--- config.mk ---
export PLATFORM = sky130hd
export DESIGN_NAME = mem_responder_flat
export DESIGN_NICKNAME = d
export VERILOG_FILES = /design/src/rtl/mem_responder_if.sv /design/src/rtl/mem_responder.sv /design/src/flat_wrapper.sv
export SDC_FILE = /design/constraint.sdc
export NUM_CORES = 1
export LEC_CHECK = 0
export ABC_AREA = 1
export CORE_MARGIN = 2
export CORE_UTILIZATION = 56
export CTS_CLUSTER_DIAMETER = 100
export DETAILED_ROUTE_END_ITERATION = 16
export GPL_ROUTABILITY_DRIVEN = 0
export PLACE_DENSITY_LB_ADDON = 0.25
export SETUP_SLACK_MARGIN = 0.3
export SLEW_MARGIN = 25
export SYNTH_ARGS = -nofsm -noshare
export SYNTH_HDL_FRONTEND = slang
export SYNTH_SLANG_ARGS = --single-unit
--- constraint.sdc ---
create_clock -name clk -period 8.6 [get_ports clk]
set_clock_uncertainty 0.1 [all_clocks]
set_input_delay 1.29 -clock clk [delete_from_list [all_inputs] [get_ports clk]]
set_output_delay 1.29 -clock clk [all_outputs]
set_load 0.005 [all_outputs]
--- src/rtl/mem_responder_if.sv ---
// Request/response bundle between the CPU controller and mem_responder.
// With MEM_PARITY_EN defined the bundle also carries par_inj / par_err.
interface mem_responder_if #(
  parameter int ADDRESS_WIDTH = 5,
  parameter int DATA_WIDTH    = 8
);
  logic                     req;
  logic                     rd;
  logic                     wr;
  logic [ADDRESS_WIDTH-1:0] addr;
  logic [DATA_WIDTH-1:0]    wdata;
  logic [DATA_WIDTH-1:0]    rdata;
  logic                     ack;
  logic                     err;
  logic                     busy;
`ifdef MEM_PARITY_EN
  logic                     par_inj;
  logic                     par_err;

  modport master (
    output req, rd, wr, addr, wdata, par_inj,
    input  rdata, ack, err, busy, par_err
  );
  modport slave (
    input  req, rd, wr, addr, wdata, par_inj,
    output rdata, ack, err, busy, par_err
  );
`else
  modport master (
    output req, rd, wr, addr, wdata,
    input  rdata, ack, err, busy
  );
  modport slave (
    input  req, rd, wr, addr, wdata,
    output rdata, ack, err, busy
  );
`endif
endinterface

--- src/rtl/mem_responder.sv ---
// Stallable memory model: req/ack handshake, WAIT_CYCLES wait states, DEPTH x DATA_WIDTH array.
// Optional MEM_PARITY_EN adds a per-word even-parity bit with error injection and checking.
module mem_responder #(
  parameter int ADDRESS_WIDTH = 5,
  parameter int DATA_WIDTH    = 8,
  parameter int WAIT_CYCLES   = 2
) (
  input  logic            clk,
  input  logic            rst,
  mem_responder_if.slave  bus
);

  localparam int         DEPTH    = 2 ** ADDRESS_WIDTH;
  localparam logic       NO_WAIT  = (WAIT_CYCLES == 0);
  localparam logic [3:0] CNT_INIT = (WAIT_CYCLES == 0) ? 4'd0 : 4'(WAIT_CYCLES - 1);

  typedef enum logic [1:0] {
    ST_IDLE = 2'd0,
    ST_WAIT = 2'd1,
    ST_RESP = 2'd2
  } state_t;

  function automatic logic even_par(input logic [DATA_WIDTH-1:0] d);
    return ^d;
  endfunction

  state_t                   r_state;
  state_t                   w_next_state;
  logic [3:0]               r_cnt;
  logic [3:0]               w_next_cnt;
  logic [ADDRESS_WIDTH-1:0] r_addr;
  logic [DATA_WIDTH-1:0]    r_wdata;
  logic                     r_op_wr;
  logic [DATA_WIDTH-1:0]    r_mem [DEPTH];
  logic [DATA_WIDTH-1:0]    r_rdata;
  logic                     r_ack;
  logic                     r_err;
  logic                     r_busy;

  logic                     w_accept;
  logic                     w_legal_acc;
  logic                     w_illegal_acc;
  logic                     w_commit;
  logic                     w_c_wr;
  logic [ADDRESS_WIDTH-1:0] w_c_addr;
  logic [DATA_WIDTH-1:0]    w_c_data;

  assign w_accept      = (r_state == ST_IDLE) && bus.req;
  assign w_legal_acc   = w_accept && (bus.rd ^ bus.wr);
  assign w_illegal_acc = w_accept && !(bus.rd ^ bus.wr);

  // With no wait states the commit happens on the accept edge, so it must use the live inputs.
  assign w_commit = (w_legal_acc && NO_WAIT) || ((r_state == ST_WAIT) && (r_cnt == 4'd0));
  assign w_c_wr   = (r_state == ST_IDLE) ? bus.wr    : r_op_wr;
  assign w_c_addr = (r_state == ST_IDLE) ? bus.addr  : r_addr;
  assign w_c_data = (r_state == ST_IDLE) ? bus.wdata : r_wdata;

  // Next-state and wait-counter logic
  always_comb begin
    w_next_state = r_state;
    w_next_cnt   = r_cnt;
    case (r_state)
      ST_IDLE: begin
        if (w_legal_acc) begin
          if (NO_WAIT) begin
            w_next_state = ST_RESP;
          end else begin
            w_next_state = ST_WAIT;
            w_next_cnt   = CNT_INIT;
          end
        end else if (w_illegal_acc) begin
          w_next_state = ST_RESP;
        end else begin
          w_next_state = ST_IDLE;
        end
      end
      ST_WAIT: begin
        if (r_cnt == 4'd0) begin
          w_next_state = ST_RESP;
        end else begin
          w_next_cnt = r_cnt - 4'd1;
        end
      end
      ST_RESP: w_next_state = ST_IDLE;
      default: begin
        w_next_state = ST_IDLE;
        w_next_cnt   = 4'd0;
      end
    endcase
  end

  // State register, counter and request latches
  always_ff @(posedge clk or posedge rst) begin
    if (rst) begin
      r_state <= ST_IDLE;
      r_cnt   <= 4'd0;
      r_addr  <= '0;
      r_wdata <= '0;
      r_op_wr <= 1'b0;
    end else begin
      r_state <= w_next_state;
      r_cnt   <= w_next_cnt;
      if (w_legal_acc) begin
        r_addr  <= bus.addr;
        r_wdata <= bus.wdata;
        r_op_wr <= bus.wr;
      end
    end
  end

  // Memory array and read-data register
  always_ff @(posedge clk or posedge rst) begin
    if (rst) begin
      for (int i = 0; i < DEPTH; i++) r_mem[i] <= '0;
      r_rdata <= '0;
    end else if (w_commit) begin
      if (w_c_wr) r_mem[w_c_addr] <= w_c_data;
      else        r_rdata         <= r_mem[w_c_addr];
    end
  end

  // Handshake outputs track the state the FSM is about to enter
  always_ff @(posedge clk or posedge rst) begin
    if (rst) begin
      r_ack  <= 1'b0;
      r_err  <= 1'b0;
      r_busy <= 1'b0;
    end else begin
      r_ack  <= (w_next_state == ST_RESP);
      r_err  <= w_illegal_acc;
      r_busy <= (w_next_state != ST_IDLE);
    end
  end

  assign bus.rdata = r_rdata;
  assign bus.ack   = r_ack;
  assign bus.err   = r_err;
  assign bus.busy  = r_busy;

`ifdef MEM_PARITY_EN
  logic r_par_inj;
  logic r_par [DEPTH];
  logic r_par_err;
  logic w_c_inj;

  assign w_c_inj = (r_state == ST_IDLE) ? bus.par_inj : r_par_inj;

  // Parity storage; injection inverts the stored bit so the next read flags it
  always_ff @(posedge clk or posedge rst) begin
    if (rst) begin
      r_par_inj <= 1'b0;
      for (int i = 0; i < DEPTH; i++) r_par[i] <= 1'b0;
      r_par_err <= 1'b0;
    end else begin
      if (w_legal_acc) r_par_inj <= bus.par_inj;
      if (w_commit && w_c_wr) r_par[w_c_addr] <= even_par(w_c_data) ^ w_c_inj;
      r_par_err <= w_commit && !w_c_wr &&
                   (r_par[w_c_addr] != even_par(r_mem[w_c_addr]));
    end
  end

  assign bus.par_err = r_par_err;
`endif

endmodule

--- src/flat_wrapper.sv ---
// flat-port wrapper written by rule: the top's interface ports become plain ports
module mem_responder_flat 
#(
  parameter int ADDRESS_WIDTH = 5,
  parameter int DATA_WIDTH    = 8,
  parameter int WAIT_CYCLES   = 2
)
  (clk, rst, bus_req, bus_rd, bus_wr, bus_addr, bus_wdata, bus_rdata, bus_ack, bus_err, bus_busy);
  mem_responder_if #(.ADDRESS_WIDTH(ADDRESS_WIDTH), .DATA_WIDTH(DATA_WIDTH)) bus_i ();
  input  logic clk;
  input  logic rst;
  input wire logic [$bits(bus_i.req)-1:0] bus_req;
  input wire logic [$bits(bus_i.rd)-1:0] bus_rd;
  input wire logic [$bits(bus_i.wr)-1:0] bus_wr;
  input wire logic [$bits(bus_i.addr)-1:0] bus_addr;
  input wire logic [$bits(bus_i.wdata)-1:0] bus_wdata;
  output wire logic [$bits(bus_i.rdata)-1:0] bus_rdata;
  output wire logic [$bits(bus_i.ack)-1:0] bus_ack;
  output wire logic [$bits(bus_i.err)-1:0] bus_err;
  output wire logic [$bits(bus_i.busy)-1:0] bus_busy;
  assign bus_i.req = bus_req;
  assign bus_i.rd = bus_rd;
  assign bus_i.wr = bus_wr;
  assign bus_i.addr = bus_addr;
  assign bus_i.wdata = bus_wdata;
  assign bus_rdata = bus_i.rdata;
  assign bus_ack = bus_i.ack;
  assign bus_err = bus_i.err;
  assign bus_busy = bus_i.busy;
  mem_responder #(.ADDRESS_WIDTH(ADDRESS_WIDTH), .DATA_WIDTH(DATA_WIDTH), .WAIT_CYCLES(WAIT_CYCLES)) u_core (.clk(clk), .rst(rst), .bus(bus_i));
endmodule
==> key figures, run 1 <==
Worst setup path
  – CP startpoint kind: input port
  – WP buf/inv: 2
  – Crit-path cells: clkdlybuf4s50_1 > nand2_2 > buf_4 > nand2_4 > nor3_4 > nand2_4 > nand2_1 > o21ai_1
  – Reg2reg end: u_core.r_mem[65]
  – Critical path's slowest cell: nor3_4
  – Critical path origin: bus_addr[0]
  – Top cell family by delay on the critical path: simple AND/OR/NAND/NOR gates
  – Worst reg2reg path depth: 8
  – CP endpoint kind: flip-flop
  – Reg2Reg Launch Point: u_core.r_state[1]
  – Reg-to-reg slack, setup: 4370 ps
  – CP most frequent cell: nand2_4
  – Crit path DAT: 4640 ps
  – Delay of the slowest critical-path stage: 980 ps
  – WS Path Type: input port to flip-flop
  – Worst path required time: 8920 ps
  – Worst-path maximum fanout: 74

Yosys
  – Synth Register Bits: 287
  – Synth warn: 0
  – Syn Nets: 1,844
  – Synth Cell Area: 14,100 um^2
  – Library cells used by synthesis: 28
  – Synthesized instance count: 1,824
  – Post-synthesis sequential area ratio: 0.509
  – Average cell area after synthesis: 7.73 um^2
  – Ys flop type: dfrtp_1
  – Asr flop ratio synth: 1.00
  – Top-area cell type share of the netlist area: 0.509
  – Top cells by area, synth: dfrtp_1, nand2_1, o21ai_0
  – Area leader, netlist: dfrtp_1
  – Number of flops mapped to enable cells by yosys: 0

Clock network
  – Post-CTS Setup Repair Bufs: 0
  – # clock sinks: 287
  – CTS tree: yes
  – # H-tree levels: 1
  – Clk buf depth: 3
  – Clock Latency Late Sink: 580 ps
  – Post-CTS Resized: 0
  – Cts-stage hold buffer count: 0
  – Clock-pin slew on the worst setup and hold paths: 60 ps
  – CTS buffer count: 30
  – CTS Root Buffer Type: clkbuf_16

Floorplan
  – # IOs: 29
  – Die footprint: 26,500 um^2
  – Initial core utilization: 0.565
  – Row cnt: 58
  – Vert. Die Dim: 163 um
  – Core Region: 25,000 um^2
  – Die X: 163 um

Hold path
  – Worst hold path cell count: 2
  – HP Class: flip-flop to flip-flop
  – WHS Endpoint: u_core.r_mem[219]
  – Hold_sp: u_core.r_mem[219]

Flow run
  – Max-capacitance violation count: 0

Timing
  – Worst Tran Pin Value: 1010 ps
  – Setup TNS Final: 0 ps
  – Achievable Freq: 231 MHz
  – Fin. Hold Viols: 0
  – Final setup vio count: 0
  – Fin crit share: 0.502
  – RSZ-0062 raised after global routing: no
  – Final Max Slew Viols: 0
  – Relative slew slack: 0.325
  – Crit path time final: 4320 ps

Routing
  – DR WL/cell: 17.0 um
  – DRT iter0 DRCs: 1,304
  – Total Wirelength: 36,400 um
  – # DRC: 0
  – Routed vias/inst: 5.56
  – DRT Pass-1 Iters: 6
  – Via Count: 11,878
  – ANT nets after route: 0

Global routing
  – Largest net degree at the start of global routing: 152
  – GR Util All Layers: 0.285
  – Vias in the first global route: 11,104
  – Grt ovf: 0
  – Initial antenna violation count: 0
  – First-pass GRT wire length: 60,100 um

Status
  – Status: finished, final reports clean

Finish
  – Inserted Diodes: 0
  – Nets@finish: 1,804
  – Area occupied by registers: 7180 um^2
  – Synth-to-Final Area Change: 9.85%
  – Multi-input gate area: 6210 um^2
  – Layout Cells excl Fill: 2,136
  – Fill cells: 2,302
  – Fraction of layout cells with a size suffix above 1: 0.0947

Place
  – Hpwl dp: 21,100 um
  – PortBufs: 28
  – Placed Instances: 2,082

Power and ir drop
  – VDD IR max: 0.246 mV
  – Pleak: 7.98 nW
  – Power density cells: 370 nW/um^2
==> worst register-to-register path, delay by kind of cell, from the launching register on <==
family          cells  cell delay, ps
flops               1             450
simple gates        4            2100
compound gates      2             410
buf+inv             2            1080
==> logic make-up after synthesis <==
family	after synthesis	share of synthesized area
AO/OA/AOI/OAI	297	0.121
adder cells (fa/ha/maj)	2	0.00177
AND/OR/NAND/NOR	1055	0.308
flip-flops	287	0.509
XOR/XNOR	3	0.00186
buffers and inverters	180	0.0587
==> through the flow <==
stage          setup WS [ps]  area [um^2]  power [mW]  hold slack [ps]   util
2_1_floorplan           3400        14100        3.66              348      -
3_3_place_gp            3400        14500        4.38              364  0.581
3_5_place_dp            3780        14500        4.44              368  0.581
4_1_cts                 4340        15500        5.73              381  0.620
5_1_grt                 4020        15500        6.11              400  0.620
6_report                4280        15500        5.73              380  0.620
==> per-layer routing <==
layer / vias to the layer above / GRT usage / part of all wire
met5: - / 0 / 0
met4: 0 / 0.0837 / 0.030
met3: 82 / 0.0438 / 0.069
met2: 381 / 0.450 / 0.46
met1: 5672 / 0.413 / 0.44
li1: 5743 / - / -
==> cell usage after synthesis, drive strengths merged, types with 2 or more instances <==
cell type  count
nand3        136
o31ai          2
o21ai        291
buf           48
xor2           2
nand2        885
nor3          11
dfrtp        287
clkbuf        76
inv           56
a21oi          3
ha             2
nor2          22
==> flip-flops by register name, indices dropped and copies added (netlist names) <==
signal            flops
u_core.r_mem        256
u_core.bus.rdata      8
u_core.r_wdata        8
u_core.r_addr         5
u_core.r_cnt          4
u_core.r_state        2
u_core.bus.ack        1
u_core.bus.busy       1
u_core.bus.err        1
u_core.r_op_wr        1
==> how the worst max path moves through the flow <==
| stage | cells past startpoint | end |
|---|---|---|
| finish | 8 | u_core.r_mem[126] |
| global route | 8 | u_core.r_mem[225] |
| CTS | 8 | u_core.r_mem[91] |
| detailed placement | 8 | u_core.r_mem[184] |
| global placement | 8 | u_core.r_mem[189] |
| floorplan | 1 | u_core.bus.ack |
==> report_power, final <==
group | internal (mW) | switching, mW
Combinational | 0.635 | 1.69
Sequential | 1.84 | 0.277
Clock | 0.748 | 0.539
Total | 3.22 | 2.51
==> area by class of cell <==
cell class	instances	area share
sequential	287	0.464
multi-input combinational	1357	0.401
clock buffer	47	0.0584
timing repair buffer	52	0.0313
tap	330	0.0267
inverter	56	0.0138
clock inverter	7	0.00493
==> layout by cell type, fill, tap and decap left out <==
cell             count
nand2_1            862
dfrtp_1            287
o21ai_0            145
nand3_1            136
o21ai_1             83
o21ai_2             55
inv_1               53
clkbuf_16           30
clkdlybuf4s50_1     28
buf_4               22
nor2_1              19
nand2_4             18
clkbuf_8             9
o21ai_4              8
clkbuf_1             8
nand2_2              5
nor3_4               4
nor3_2               4
nor3_1               3
a21oi_1              3
clkinvlp_4           3
clkinv_2             3
inv_2                2
nor2_2               2
xor2_1               2
o31ai_1              2
ha_1                 2
buf_12               2
nor2_4               1
xnor2_1              1
or2_2                1
o211ai_1             1
clkinv_8             1
bufinv_16            1
No activity file was read; power rests on OpenSTA's default activity.
==> run 2, diff against run 1 <==
clock period = 3.96 ns   (was 8.6 ns; I/O delays follow)
==> run 2 against run 1 <==
Clock power up 150%. First-iteration DRC count down 14%. Combinational power up 120%. Setup slack worse by 3800 ps. Die area unchanged. Critical path depth unchanged. Sequential share of layout area down 0.55 points. Largest power group unchanged. Highest routed layer unchanged.
==> key figures, run 2 (synthesis gave the netlist of run 1 again) <==
Routing
  – # DRC: 0 (unchanged)
  – Routed vias/inst: 5.60 (was 5.56)
  – DRT iter0 DRCs: 1,118 (was 1,304)
  – DR WL/cell: 17.2 um (was 17.0 um)
  – Total Wirelength: 36,900 um (was 36,400 um)
  – ANT nets after route: 0 (unchanged)
  – Via Count: 12,002 (was 11,878)
  – DRT Pass-1 Iters: 5 (was 6)

Finish
  – Fraction of layout cells with a size suffix above 1: 0.102 (was 0.0947)
  – Inserted Diodes: 0 (unchanged)
  – Nets@finish: 1,811 (was 1,804)
  – Fill cells: 2,200 (was 2,302)
  – Max reg flops: 256 (unchanged)
  – Layout Cells excl Fill: 2,145 (was 2,136)
  – Largest register by flop count: u_core.r_mem (unchanged)
  – Commonest non-fill, non-tap cell in the layout: nand2_1 (unchanged)
  – Synth-to-Final Area Change: 11.2% (was 9.85%)
  – Area occupied by registers: 7180 um^2 (unchanged)
  – Most frequent cells in the layout: nand2_1, dfrtp_1, o21ai_0 (unchanged)
  – Multi-input gate area: 6200 um^2 (was 6210 um^2)

Clock network
  – Post-CTS Resized: 0 (unchanged)
  – Clock Latency Late Sink: 560 ps (was 580 ps)
  – Clock-pin slew on the worst setup and hold paths: 70 ps (was 60 ps)
  – CTS tree: yes (unchanged)
  – CTS Root Buffer Type: clkbuf_16 (unchanged)
  – Clk buf depth: 3 (unchanged)
  – CTS buffer count: 31 (was 30)
  – # H-tree levels: 1 (unchanged)
  – # clock sinks: 287 (unchanged)

Timing
  – Final setup vio count: 0 (unchanged)
  – RSZ-0062 raised after global routing: yes (was no)
  – Final Max Slew Viols: 0 (unchanged)
  – Crit path time final: 3440 ps
  – Achievable Freq: 291 MHz
  – PnR worst setup slack: 521 ps (was 4280 ps)
  – Fin crit share: 0.869
  – Relative slew slack: 0.270 (was 0.325)
  – Worst Tran Pin Value: 1090 ps (was 1010 ps)
  – Fin. Hold Viols: 0 (unchanged)

Status
  – Status: finished, final reports clean (unchanged)

Worst setup path
  – Crit path DAT: 3730 ps (was 4640 ps)
  – Reg-to-reg slack, setup: 520 ps (was 4370 ps)
  – Critical path origin: u_core.r_state[1] (was bus_addr[0])
  – Worst-path maximum fanout: 36 (was 74)
  – CP endpoint kind: flip-flop (unchanged)
  – Reg2Reg Launch Point: u_core.r_state[1] (unchanged)
  – Critical Path End: u_core.r_mem[133] (was u_core.r_mem[126])
  – Reg2reg end: u_core.r_mem[133] (was u_core.r_mem[65])
  – WS Path Type: flip-flop to flip-flop (was input port to flip-flop)
  – CP startpoint kind: flip-flop (was input port)
  – Worst path required time: 4250 ps (was 8920 ps)
  – Worst reg2reg path depth: 8 (unchanged)

Floorplan
  – Core Region: 25,000 um^2 (unchanged)
  – Initial core utilization: 0.565 (unchanged)
  – Vert. Die Dim: 163 um (unchanged)
  – Die footprint: 26,500 um^2 (unchanged)
  – # IOs: 29 (unchanged)
  – Row cnt: 58 (unchanged)
  – Die X: 163 um (unchanged)

Power and ir drop
  – Combinational power share: 0.396 (was 0.407)
  – Part of the power in registers: 0.358 (was 0.369)
  – Sw frac: 0.428 (was 0.438)
  – Pleak: 8.09 nW (was 7.98 nW)
  – NetSw: 5.51 mW (was 2.51 mW)
  – Internal: 7.38 mW (was 3.22 mW)
  – VDD IR max: 0.488 mV (was 0.246 mV)
  – Power density cells: 823 nW/um^2 (was 370 nW/um^2)
  – Clock power share: 0.246 (was 0.225)

Global routing
  – Largest net degree at the start of global routing: 98 (was 152)
  – Initial antenna violation count: 0 (unchanged)
  – Grt ovf: 0 (unchanged)
  – First-pass GRT wire length: 61,800 um (was 60,100 um)
  – GR Util All Layers: 0.292 (was 0.285)
  – Vias in the first global route: 11,589 (was 11,104)

Place
  – Placed Instances: 2,088 (was 2,082)
  – Hpwl dp: 22,200 um (was 21,100 um)
  – Worst slack, placed: 398 ps (was 3780 ps)
  – PortBufs: 28 (unchanged)

Hold path
  – HP Class: input port to asynchronous set/reset pin (was flip-flop to flip-flop)

Flow run
  – Max-capacitance violation count: 0 (unchanged)
==> run 2: routing by layer <==
metal / share of wire / vias up / track usage
met3: 0.071 / 85 / 0.0453
met1: 0.44 / 5683 / 0.415
met2: 0.46 / 467 / 0.469
li1: - / 5767 / -
met4: 0.030 / 0 / 0.0881
met5: 0 / - / 0
==> run 2: power by group through the flow <==
stage                     logic (mW)  clock network [mW]  registers [mW]
final                           5.11                3.17            4.61
after floorplan                 3.48                   0            4.46
after detailed placement        5.04                   0            4.63
after CTS                       5.07                3.22            4.60
after global placement          4.97                   0            4.61
after global routing            5.66                3.35            4.73
==> run 2: how the worst min path moves through the flow <==
stage	end	from	slack (ps)
2_1_floorplan	u_core.r_wdata[0]	u_core.r_wdata[0]	350
3_3_place_gp	u_core.r_mem[157]	u_core.r_mem[157]	360
3_5_place_dp	u_core.r_mem[152]	u_core.r_mem[152]	370
4_1_cts	u_core.r_cnt[1]	rst	340
5_1_grt	u_core.r_cnt[2]	rst	360
6_report	u_core.r_cnt[2]	rst	330
==> run 2: final cells by class <==
cell class,instances,share of cell area
Clock buffer,39,0.0546
Clock inverter,18,0.0176
Inverter,56,0.0136
Multi-Input combinational cell,1357,0.396
Sequential cell,287,0.458
Tap cell,330,0.0263
Timing Repair Buffer,58,0.0338
==> run 2: stage by stage <==
stage	hold slack [ps]	TNS [ps]	util	area (um^2)	total power, mW
after floorplan	348	-154760	-	14100	7.95
after global placement	364	0	0.583	14500	9.58
after detailed placement	368	0	0.583	14500	9.67
after CTS	340	0	0.628	15700	12.9
after global routing	357	0	0.628	15700	13.7
final	334	0	0.628	15700	12.9
==> run 2: worst max-delay path: stages (launching register included) <==
cell and delay (ps):
dfrtp_1 440, nor2_4 130, o21ai_4 790, inv_2 130
buf_4 320, nor3_4 610, nand2_1 470, nand2_1 170
o21ai_0 100
==> run 2: what timing repair did <==
action / 4_1_cts / 5_1_grt
buffers inserted: 0 / 0
hold buffers: 0 / 0
endpoints found under the setup margin: 0 / 3
